===== src/rtl/fft_sequencer.sv =====
// Address and control sequencer for an in-place radix-2 DIT FFT: bit-reversed load,
// per-stage butterfly issue with a latency-matched write-back pipeline, and stepped readout.
module fft_sequencer #(
    parameter int N_LOG2 = 3,
    parameter int BF_LAT = 2
) (
    input  logic                                          clk,
    input  logic                                          reset,
    input  logic                                          start,
    input  logic                                          in_valid,
    input  logic                                          switch,
    output logic                                          load_en,
    output logic [N_LOG2-1:0]                             load_addr,
    output logic                                          bf_valid,
    output logic [N_LOG2-1:0]                             addr_a,
    output logic [N_LOG2-1:0]                             addr_b,
    output logic [N_LOG2-2:0]                             tw_idx,
    output logic [((N_LOG2 > 1) ? $clog2(N_LOG2) : 1)-1:0] stage,
    output logic                                          wb_en,
    output logic [N_LOG2-1:0]                             wb_addr_a,
    output logic [N_LOG2-1:0]                             wb_addr_b,
    output logic [N_LOG2-1:0]                             out_addr,
    output logic                                          out_valid,
    output logic                                          busy,
    output logic                                          done
);

    localparam int SW = (N_LOG2 > 1) ? $clog2(N_LOG2) : 1;
    localparam int JW = N_LOG2 - 1;
    localparam int WW = (BF_LAT > 1) ? $clog2(BF_LAT) : 1;

    typedef enum logic [2:0] {
        S_IDLE,
        S_LOAD,
        S_COMPUTE,
        S_WAIT,
        S_OUTPUT
    } state_t;

    state_t             r_state;
    logic [N_LOG2-1:0]  r_loadCnt;
    logic [N_LOG2-1:0]  r_outAddr;
    logic [JW-1:0]      r_j;
    logic [SW-1:0]      r_stage;
    logic [WW-1:0]      r_waitCnt;
    logic               r_done;
    logic               r_sw1;
    logic               r_sw2;
    logic               r_sw3;
    logic               r_step;
    logic [BF_LAT-1:0]  r_pipeValid;
    logic [N_LOG2-1:0]  r_pipeA [BF_LAT];
    logic [N_LOG2-1:0]  r_pipeB [BF_LAT];

    logic               w_compute;
    logic [JW-1:0]      w_mask;
    logic [JW-1:0]      w_pos;
    logic [N_LOG2-1:0]  w_half;
    logic [N_LOG2-1:0]  w_addrA;
    logic [N_LOG2-1:0]  w_loadRev;

    // Button path: two flops against metastability, a third for edge detect, a registered step pulse.
    always_ff @(posedge clk or negedge reset) begin
        if (!reset) begin
            r_sw1  <= 1'b0;
            r_sw2  <= 1'b0;
            r_sw3  <= 1'b0;
            r_step <= 1'b0;
        end else begin
            r_sw1  <= switch;
            r_sw2  <= r_sw1;
            r_sw3  <= r_sw2;
            r_step <= r_sw2 & ~r_sw3;
        end
    end

    always_ff @(posedge clk or negedge reset) begin
        if (!reset) begin
            r_state   <= S_IDLE;
            r_loadCnt <= '0;
            r_outAddr <= '0;
            r_j       <= '0;
            r_stage   <= '0;
            r_waitCnt <= '0;
            r_done    <= 1'b0;
        end else begin
            r_done <= 1'b0;
            case (r_state)
                S_IDLE: begin
                    if (start) begin
                        r_state   <= S_LOAD;
                        r_loadCnt <= '0;
                    end
                end
                S_LOAD: begin
                    if (in_valid) begin
                        r_loadCnt <= r_loadCnt + 1'b1;
                        if (r_loadCnt == '1) begin
                            r_state <= S_COMPUTE;
                            r_stage <= '0;
                            r_j     <= '0;
                        end
                    end
                end
                S_COMPUTE: begin
                    r_j <= r_j + 1'b1;
                    if (r_j == '1) begin
                        r_state   <= S_WAIT;
                        r_waitCnt <= '0;
                    end
                end
                // Hold off the next stage until the last write-back of this one has landed.
                S_WAIT: begin
                    if (r_waitCnt == WW'(BF_LAT - 1)) begin
                        r_j <= '0;
                        if (r_stage == SW'(N_LOG2 - 1)) begin
                            r_state   <= S_OUTPUT;
                            r_stage   <= '0;
                            r_outAddr <= '0;
                            r_done    <= 1'b1;
                        end else begin
                            r_stage <= r_stage + 1'b1;
                            r_state <= S_COMPUTE;
                        end
                    end else begin
                        r_waitCnt <= r_waitCnt + 1'b1;
                    end
                end
                S_OUTPUT: begin
                    if (r_step) begin
                        if (r_outAddr == '1) begin
                            r_outAddr <= '0;
                            r_state   <= S_IDLE;
                        end else begin
                            r_outAddr <= r_outAddr + 1'b1;
                        end
                    end
                end
                default: r_state <= S_IDLE;
            endcase
        end
    end

    for (genvar g = 0; g < N_LOG2; g++) begin : g_rev
        assign w_loadRev[g] = r_loadCnt[N_LOG2-1-g];
    end

    // Low stage bits of j select the position inside a group, the rest select the group.
    always_comb begin
        w_compute = (r_state == S_COMPUTE);
        w_mask    = ~({JW{1'b1}} << r_stage);
        w_pos     = r_j & w_mask;
        w_half    = N_LOG2'(1) << r_stage;
        w_addrA   = {r_j & ~w_mask, 1'b0} + {1'b0, w_pos};
    end

    assign load_en   = (r_state == S_LOAD) && in_valid;
    assign load_addr = w_loadRev;
    assign bf_valid  = w_compute;
    assign addr_a    = w_compute ? w_addrA : '0;
    assign addr_b    = w_compute ? (w_addrA + w_half) : '0;
    assign tw_idx    = w_compute ? (w_pos << (SW'(N_LOG2 - 1) - r_stage)) : '0;
    assign stage     = r_stage;
    assign out_addr  = r_outAddr;
    assign out_valid = (r_state == S_OUTPUT);
    assign busy      = (r_state != S_IDLE);
    assign done      = r_done;

    always_ff @(posedge clk or negedge reset) begin
        if (!reset) begin
            r_pipeValid <= '0;
            for (int i = 0; i < BF_LAT; i++) begin
                r_pipeA[i] <= '0;
                r_pipeB[i] <= '0;
            end
        end else begin
            r_pipeValid[0] <= bf_valid;
            r_pipeA[0]     <= addr_a;
            r_pipeB[0]     <= addr_b;
            for (int i = 1; i < BF_LAT; i++) begin
                r_pipeValid[i] <= r_pipeValid[i-1];
                r_pipeA[i]     <= r_pipeA[i-1];
                r_pipeB[i]     <= r_pipeB[i-1];
            end
        end
    end

    assign wb_en     = r_pipeValid[BF_LAT-1];
    assign wb_addr_a = r_pipeA[BF_LAT-1];
    assign wb_addr_b = r_pipeB[BF_LAT-1];

endmodule


===== config.mk =====
export PLATFORM = sky130hd
export DESIGN_NAME = fft_sequencer
export DESIGN_NICKNAME = d
export VERILOG_FILES = /design/src/rtl/fft_sequencer.sv
export SDC_FILE = /design/constraint.sdc
export NUM_CORES = 1
export LEC_CHECK = 0
export BUFFER_PORTS_ARGS = -buffer_cell sky130_fd_sc_hd__buf_2
export CORE_MARGIN = 4
export CORE_UTILIZATION = 53
export CTS_CLUSTER_SIZE = 40
export DETAILED_ROUTE_END_ITERATION = 8
export GPL_TIMING_DRIVEN = 0
export PLACE_DENSITY = 0.75
export SLEW_MARGIN = 25
export SYNTH_ARGS = -nofsm -noshare
export SYNTH_HDL_FRONTEND = slang
export SYNTH_SLANG_ARGS = --single-unit

===== constraint.sdc =====
create_clock -name clk -period 2.5 [get_ports clk]
set_clock_uncertainty 0.2 [all_clocks]
set_input_delay 0.125 -clock clk [delete_from_list [all_inputs] [get_ports clk]]
set_output_delay 0.125 -clock clk [all_outputs]
set_load 0.02 [all_outputs]

=== Word-level counts from Yosys, hierarchy flattened ===
Index checks and enable logic that the tools add are counted.

* Register bits after elaboration: 33
* Output and inout bits: 28
* Word-level logic and storage cells: 96

* $add $sub $neg: 8
* Equal/unequal tests: 16
* Shift-type cells: 3
* Multiplexer cells: 33
* Bitwise operators: 6
* Reduce and logical (&&, ||, !) cells: 14

{| class="wikitable"
|+ Operator list
! kind !! number
|-
| $mux 3 || 16
|-
| $pmux 3 s5 || 1
|-
| $mux 2 || 6
|-
| $pmux 3 s2 || 2
|-
| $reduce_and 4->1 || 3
|-
| $ne 2x2->1 const B || 5
|-
| $eq 3x3->1 const B || 3
|-
| $reduce_bool 2->1 || 4
|-
| $reduce_and 7->1 || 1
|-
| $add 3x1->3 const B || 2
|-
| $eq 3x2->1 const B || 2
|-
| $ne 2x1->1 const B || 3
|-
| $pmux 2 s3 || 1
|-
| $reduce_bool 3->1 || 2
|-
| $mux 1 || 5
|-
| $add 2x1->2 const B || 2
|-
| $and 2x2->2 || 2
|-
| $eq 2x2->1 const B || 2
|-
| $not 2->2 || 2
|-
| $pmux 2 s2 || 1
|-
| $add 3x2->3 || 1
|-
| $add 3x3->3 || 1
|-
| $eq 3x1->1 const B || 1
|-
| $logic_not 3->1 || 1
|-
| other kinds (11) || 11
|}

=== Depth between registers and ports, before layout ===
Gate-level depths: netlist of the first run.

* Depth after elaboration: 7
* Depth in mapped cells: 9

=== Worst setup path before layout of the first run ===
Ideal clock, no wire load.

* Kind: register to register
* From: reg r_stage[0] (netlist: stage[0])
* To: reg r_pipeB[5] (netlist name)
* Library setup time: 0.149 ns
* Data arrival time: 2.291 ns
* Data required time: 2.151 ns
* Setup slack: -0.140 ns
* Cell stages (with the launch flop): 10
* Buffers on the path: 0
* Cell sequence: dfrtp_1 inv_1 ha_1 and2_1 ha_1 inv_1 fa_1 xor2_1 xnor2_1 nor2_1

* Cells in the longest elaborated chain, start to end: 7

{| class="wikitable"
|+ Ends and longest elaborated chain
! item !! line !! source
|-
| start, declared || 44 || <nowiki>logic [SW-1:0] r_stage;</nowiki>
|-
| start signal, assigned || 122 || <nowiki>r_stage <= r_stage + 1'b1;</nowiki>
|-
| $shl 2x2->2 || 151 || <nowiki>w_mask = ~({JW{1'b1}} << r_stage);</nowiki>
|-
| $not 2->2 || 151 ||
|-
| $not 2->2 || 154 || <nowiki>w_addrA = {r_j & ~w_mask, 1'b0} + {1'b0, w_pos};</nowiki>
|-
| $and 2x2->2 || 154 ||
|-
| $add 3x2->3 || 154 ||
|-
| $add 3x3->3 * || 161 || <nowiki>assign addr_b = w_compute ? (w_addrA + w_half) : '0;</nowiki>
|-
| $mux 3 * || 161 ||
|-
| via addr_b[2] || 16 || <nowiki>output logic [N_LOG2-1:0] addr_b,</nowiki>
|-
| end signal, assigned by index || 183 || <nowiki>r_pipeB[i] <= r_pipeB[i-1];</nowiki>
|-
| end, declared || 53 || <nowiki>logic [N_LOG2-1:0] r_pipeB [BF_LAT];</nowiki>
|}

Mark *: on every way through the listed nets, which the timed path passes. The rest lies on a longest branch.
A chain may end at the register's enable or synchronous reset.

=== Worst setup path after layout of the first run ===
* From: reg r_stage[1] (netlist: stage[1])
* To: out addr_b[2]

* Cells in the longest elaborated chain, start to end: 7

{| class="wikitable"
|+ Ends and longest elaborated chain
! item !! line
|-
| $shl 2x2->2 || 151
|-
| $not 2->2 || 151
|-
| $not 2->2 || 154
|-
| $and 2x2->2 || 154
|-
| $add 3x2->3 || 154
|-
| $add 3x3->3 * || 161
|-
| $mux 3 * || 161
|-
| end, declared || 16
|}

Every way passes the cells marked *; elsewhere a longest branch is shown, timed or not.

==> results.toml, run 1 <==
[route]
wire_per_inst_um = 13.3
route.final.wire_length_um = 2940
drc = 0
ant_nets = 0
drtIter0Drc = 37
num_vias = 1123
via_per_inst = 5.10
drt_pass1_iterations = 4

[cts]
htreeDepth = 2
ctsRootBufferMaster = "clkbuf_4"
cts_inserted_buffers = 5
cts_tree = "built"
clk_latency_ns = 0.33
clock_path_buffers = 2
clock-sinks = 33
clk_pin_slew_ns = 0.11

[sta]
relSlewSlack_pct = 53.6
maxSlewViolCount = 0
rsz0062_at_grt = "yes"
max_clock_freq_ghz = 0.388
worst_slew_pin_slew_ns = 0.696
fin_ws_ns = -0.0767
setup_viol = 1
hold_viol = 0
period_share_pct = 103
fin_crit_ns = 2.58

[placed_design]
hpwlAfterDp_um = 2010
pre_cts_ws_ns = -0.0385
dp.cells = 202
gp_congestion = 0.755
place_area_sq_um = 1790
io_buffers = 32

[worst_setup_path]
crit_buf_inv = 3
cp.arrival_ns = 2.25
cp_slowest_stage_delay_ns = 0.40
reg2reg_slack_ns = 0.38
r2r_start = "r_loadCnt[0]$_DFFE_PN0P_"
r2r_cells = 6
cp-end-kind = "output port"
required_ns = 2.17
cp_slowest_cell = "dfrtp_2"
critical_path_class = "reg -> out"
worstPathCellList = "inv_4, ha_4, and2_4, ha_4, inv_2, fa_2, xor2_1, xnor2_1, nor2_2, buf_6"
worstPathMaxFanout = 3
crit_path_start_kind = "flop"
reg2reg_to = "r_state[1]$_DFFE_PN0P_"
path_delay_family = "adder cells"
cpMostUsedCell = "ha_4"

[floorplan]
die_y_um = 62.7
core_area_sq_um = 2810
start_util_pct = 56.5
ioPinCount = 33
die_area_sq_um = 3930
rows = 19
die_w_um = 62.7

[outcome]
failed_checks = "negative setup slack"
status = "finished with violations"

[min_path]
hp-start = "in_valid"
holdPathEnd = "r_loadCnt[1]$_DFFE_PN0P_"
hold_path_class = "in -> reg"
worstHoldPathCells = 3

[synth]
synth_area_leaders = "dfrtp_1 52%, ha_1 7.9%, buf_4 3.3%"
synthAdderAreaFrac_pct = 9.16
yosys_warnings = 0
synth_top_family_by_area = "simple AND/OR/NAND/NOR gates"
netlist_area_sq_um = 1580
syn_inst = 139
syn_avg_cell_area_sq_um = 11.4
synth.distinct_cells = 38
synthMuxAreaShare_pct = 5.53
synthSimpleGateAreaFrac_pct = 16.6
synth_edf_count = 0
ys_seq_area_share_pct = 52.1
yosysMostFrequentCell = "dfrtp_1"
syn-num-nets = 155
netlist.area_leader.share_pct = 52.1
yosys_register_bits = 33
netlist_top_cells_count = "33 x dfrtp_1, 12 x nand2_1, 11 x nor2_1, 10 x ha_1, 10 x inv_1"
synthFlopType = "dfrtp_1"
synth_xor_area_share_pct = 1.66
async_flop_share_pct = 100
yosysTopAreaCell = "dfrtp_1"
synth_compound_area_share_pct = 8.14

[global_routing]
grt_max_degree = 34
grt_pass1_wl_um = 5380
grt_util_all_layers_pct = 17.2
grt-ovfl-total = 0
antenna_found_initial = 0
grt_pass1_vias = 1165

[finish]
fin_cells = 220
final_area_sq_um = 2020
nets = 204
drive_above_1_share_pct = 41.3
syn2layout_area_growth_pct = 27.6
antennaDiodeCount = 0

[power]
leakagePower_nw = 1.07
cellPowerDensity_nw_per_um2 = 1310
ir_worst_vdd_uv = 725

[run]
cap_violations = 0
sequential cells by signal (all words and copies together), names as in the netlist:
name,cells
wb_addr_b,3
r_pipeB,3
wb_addr_a,3
r_state,3
r_sw2,1
out_addr,3
r_step,1
r_waitCnt,1
r_pipeValid,2
stage,2
r_loadCnt,3
r_sw1,1
done,1
r_pipeA,3
r_j,2
r_sw3,1
cells in the final DEF (no fill, tap or decap), drive strengths merged, types with 2 or more instances in the layout:
| cell | count |
|---|---|
| ha | 10 |
| nand2 | 12 |
| a22o | 4 |
| nor3b | 2 |
| o22ai | 2 |
| o21ai | 6 |
| mux2 | 3 |
| nand2b | 4 |
| nand3 | 3 |
| nor2b | 5 |
| and2 | 2 |
| inv | 11 |
| buf | 48 |
| clkbuf | 6 |
| bufinv | 2 |
| dlygate4sd3 | 3 |
| and3 | 2 |
| mux2i | 5 |
| nor2 | 11 |
| dfrtp | 33 |
| xnor2 | 2 |
metal layers:
layer / part of all wire, % / GRT usage (%)
met5: 0 / 0
met4: 0.99 / 6.89
met3: 3.8 / 6.47
met2: 51 / 28.0
met1: 44 / 20.5
where the power goes:
| part | switching, mW | leakage (nW) | total [mW] | internal [mW] |
|---|---|---|---|---|
| sequential | 0.0920 | 0.413 | 0.798 | 0.706 |
| clock | 0.177 | 0.0552 | 0.486 | 0.310 |
| combinational | 0.758 | 0.605 | 1.37 | 0.608 |
| total | 1.03 | 1.07 | 2.65 | 1.62 |
metrics by stage:
step	setup TNS, ns	utilization [%]	hold slack [ns]	power [mW]
final	-0.0767	72.1	0.0569	2.65
after global placement	-0.00208	63.7	0.00376	1.96
after CTS	-0.0965	72.0	0.0301	2.65
after floorplan	0	-	-0.371	1.68
after global routing	-0.208	72.1	0.0381	2.85
after detailed placement	-0.0385	63.7	0.0128	2.00
logic make-up after synthesis:
kind of cell / count (synthesis)
XOR/XNOR: 3
buffers and inverters: 21
flip-flops: 33
AND/OR/NAND/NOR: 46
adder cells (fa/ha/maj): 11
multiplexers: 8
AO/OA/AOI/OAI: 17
worst min-delay path, delay by kind of cell:
family                 cells  cell delay (ns)
AOI/OAI and AO/OA          2             0.28
buffers and inverters      1             0.14
layout make-up:
cell class	instances	area, sq um
fill	213	783
buffer	10	66.3
multi-input combinational	85	688
clock inverter	3	65.1
tap	31	38.8
inverter	11	46.3
timing repair buffer	42	251
sequential	33	828
clock buffer	5	37.5
worst max path at each step:
| stage | startpoint | endpoint | depth (start not counted) |
|---|---|---|---|
| after floorplan | stage[0]$_DFFE_PN0P_ | addr_b[2] | 9 |
| after global placement | stage[0]$_DFFE_PN0P_ | addr_b[2] | 10 |
| after detailed placement | stage[0]$_DFFE_PN0P_ | addr_b[2] | 10 |
| after CTS | stage[0]$_DFFE_PN0P_ | addr_b[2] | 10 |
| after global routing | stage[0]$_DFFE_PN0P_ | addr_b[2] | 10 |
| final | stage[1]$_DFFE_PN0P_ | addr_b[2] | 10 |
what timing repair did:
| action | CTS | global route |
|---|---|---|
| setup buffers | 7 | 0 |
| hold endpoints to repair | 36 | 0 |
| endpoints found under the setup margin | 2 | 2 |
| gates resized for setup | 14 | 1 |
| pin swaps | 4 | 0 |
| hold buffers | 3 | 0 |
Power figures use the tool's default switching activity.
==> run 2, diff against run 1 <==
--- a/config.mk
+++ b/config.mk
@@ -5,6 +5,7 @@
 export SDC_FILE = /design/constraint.sdc
 export NUM_CORES = 1
 export LEC_CHECK = 0
+export ABC_AREA = 1
 export BUFFER_PORTS_ARGS = -buffer_cell sky130_fd_sc_hd__buf_2
 export CORE_MARGIN = 4
 export CORE_UTILIZATION = 53
==> run 2 against run 1 <==
Compared with the run above: the run still ends with negative setup slack left; synthesized cell count rose by 24%; sequential cell count did not move; register-to-register slack barely moved; setup slack improved by 0.013 ns; critical path depth rose by 1; worst hold slack improved by 0.057 ns; synthesized area fell by 0.47%.
==> results.toml, run 2 <==
[outcome]
status = "finished with violations"
failed_checks = "negative setup slack"

[power]
cellPowerDensity_nw_per_um2 = 1230
ir_worst_vdd_uv = 767
leakagePower_nw = 1.14

[worst_setup_path]
crit_buf_inv = 4
worstPathMaxFanout = 2
cpMostUsedCell = "inv_2"
cp-end-kind = "output port"
crit_path_start_kind = "flop"
critical_path_class = "reg -> out"
cp.arrival_ns = 2.24
path_delay_family = "adder cells"
cp_slowest_stage_delay_ns = 0.39
worstPathCellList = "inv_2, ha_4, nand2_2, inv_2, ha_4, inv_2, fa_2, xor2_2, o21ai_2, a21oi_2, buf_6"
required_ns = 2.17
cp_slowest_cell = "dfrtp_2"

[placed_design]
gp_congestion = 0.915
pre_cts_ws_ns = -0.00801
io_buffers = 32
hpwlAfterDp_um = 2240

[route]
ant_nets = 0
wire_per_inst_um = 13.2
via_per_inst = 5.11
drt_pass1_iterations = 4
num_vias = 1287
drc = 0
drtIter0Drc = 60
route.final.wire_length_um = 3330

[global_routing]
grt_pass1_wl_um = 5500
grt_pass1_vias = 1235
grt_max_degree = 34
grt_util_all_layers_pct = 18.2
grt-ovfl-total = 0
antenna_found_initial = 0

[cts]
clk_latency_ns = 0.35
clk_pin_slew_ns = 0.11
cts_tree = "built"
cts_inserted_buffers = 5
htreeDepth = 2
ctsRootBufferMaster = "clkbuf_4"
clock-sinks = 33
clock_path_buffers = 2

[synth]
synthSimpleGateAreaFrac_pct = 22.9
synth_xor_area_share_pct = 0.556
netlist_top_cells_count = "40 x nand2_1, 33 x dfrtp_1, 23 x inv_1, 14 x nor2_1, 10 x ha_1"
synth_edf_count = 0
synth_compound_area_share_pct = 4.76
synth_area_leaders = "dfrtp_1 52%, nand2_1 9.5%, ha_1 7.9%"
synth_top_family_by_area = "simple AND/OR/NAND/NOR gates"
yosysTopAreaCell = "dfrtp_1"
yosys_warnings = 0
ys_seq_area_share_pct = 52.4
async_flop_share_pct = 100
synthFlopType = "dfrtp_1"
yosysMostFrequentCell = "nand2_1"
synth.distinct_cells = 25
synthMuxAreaShare_pct = 0.635
syn_avg_cell_area_sq_um = 9.17
syn-num-nets = 188
netlist_area_sq_um = 1580
yosys_register_bits = 33
syn_inst = 172
netlist.area_leader.share_pct = 52.4
synthAdderAreaFrac_pct = 9.21

[floorplan]
start_util_pct = 56.2
die_area_sq_um = 3910
rows = 19
core_area_sq_um = 2810
die_w_um = 62.5
die_y_um = 62.5
ioPinCount = 33

[sta]
maxSlewViolCount = 0
hold_ws_ns = 0.114
fin_ws_ns = -0.0638
setup_viol = 1
worst_slew_pin_slew_ns = 0.695
hold_viol = 0
period_share_pct = 103
max_clock_freq_ghz = 0.390
fin_crit_ns = 2.56
rsz0062_at_grt = "yes"
relSlewSlack_pct = 53.7

[finish]
layout.cells.most_common = "nand2_1"
layout_common_cells = "39 x nand2_1, 31 x buf_2, 31 x dfrtp_1"
antennaDiodeCount = 0
drive_above_1_share_pct = 38.5
nets = 236
syn2layout_area_growth_pct = 28.2
nFillCells = 209
final_util_pct = 72.0

[min_path]
hold_path_class = "in -> reg"

[run]
cap_violations = 0
[run 2: cell count changes after synthesis, sizes merged, moves of 3 or more]
cell,before,now
nand3,3,10
mux2i,5,1
nand2b,4,0
nand2,12,43
nor2,11,19
a21oi,1,4
nor2b,5,0
a22o,4,0
mux2,3,0
o21ai,6,9
inv,11,27
[run 2: area by class of cell]
| cell class | count | area (sq um) | share of cell area [%] |
|---|---|---|---|
| tap | 31 | 38.8 | 1.92 |
| buffer | 7 | 50.0 | 2.48 |
| timing repair buffer | 41 | 248 | 12.3 |
| clock inverter | 3 | 65.1 | 3.22 |
| clock buffer | 5 | 37.5 | 1.86 |
| sequential | 33 | 828 | 41.0 |
| inverter | 27 | 101 | 5.02 |
| multi-input combinational | 105 | 652 | 32.3 |
[run 2: logic make-up (layout without fill, tap and decap cells)]
logic type / after synthesis / after routing
AND/OR/NAND/NOR: 78 / 78
buffers and inverters: 34 / 83
flip-flops: 33 / 33
AO/OA/AOI/OAI: 14 / 14
adder cells (fa/ha/maj): 11 / 11
XOR/XNOR: 1 / 1
multiplexers: 1 / 1
[run 2: where the power goes]
group	internal, mW	leakage [nW]	switching (mW)
Clock	0.310	0.0552	0.182
Combinational	0.443	0.654	0.780
Sequential	0.675	0.429	0.0862
Total	1.43	1.14	1.05
[run 2: what timing repair did]
| item | 4_1_cts | 5_1_grt |
|---|---|---|
| setup buffers | 5 | 1 |
| pin swaps | 3 | 2 |
| hold endpoints to repair | 35 | 0 |
| endpoints found under the setup margin | 2 | 2 |
| gates resized for setup | 7 | 12 |
| hold buffers | 3 | 0 |
[run 2: final timing paths]
path	startpoint	to	slack, ns	cells after the start
max	stage[0]$_DFFE_PN0P_	addr_b[2]	-0.06	11
min	start	r_state[1]$_DFFE_PN0P_	0.11	7
max reg2reg	stage[0]$_DFFE_PN0P_	r_pipeB[5]$_DFF_PN0_	0.37	11
min reg2reg	r_pipeA[3]$_DFF_PN0_	wb_addr_a[0]$_DFF_PN0_	0.16	0
max in group asynchronous	reset	stage[1]$_DFFE_PN0P_	1.45	2
min in group asynchronous	reset	r_state[0]$_DFFE_PN0P_	0.15	2
[run 2: metal layers]
| metal | GRT usage (%) | wire, um | vias up |
|---|---|---|---|
| met5 | 0 | 0 | - |
| met2 | 30.0 | 1700 | 43 |
| met3 | 6.65 | 179 | 11 |
| li1 | - | - | 625 |
| met1 | 21.1 | 1360 | 608 |
| met4 | 8.26 | 91 | 0 |
[run 2: per-stage QoR]
stage          power (mW)  instance area [sq um]  cells  setup TNS (ns)
2_1_floorplan        1.53                   1580    172               0
3_3_place_gp         1.76                   1780    235               0
3_5_place_dp         1.80                   1780    235        -0.00801
4_1_cts              2.37                   1970    251         -0.0782
5_1_grt              2.65                   2020    252          -0.197
6_report             2.48                   2020    252         -0.0638
[run 2: worst register-to-register path: stages, from the launching register on]
cell,delay (ns)
dfrtp_2,0.39
inv_2,0.05
ha_4,0.15
nand2_2,0.07
inv_2,0.05
ha_4,0.26
inv_2,0.04
fa_2,0.34
xor2_2,0.17
o21ai_2,0.14
a21oi_2,0.06
buf_4,0.13
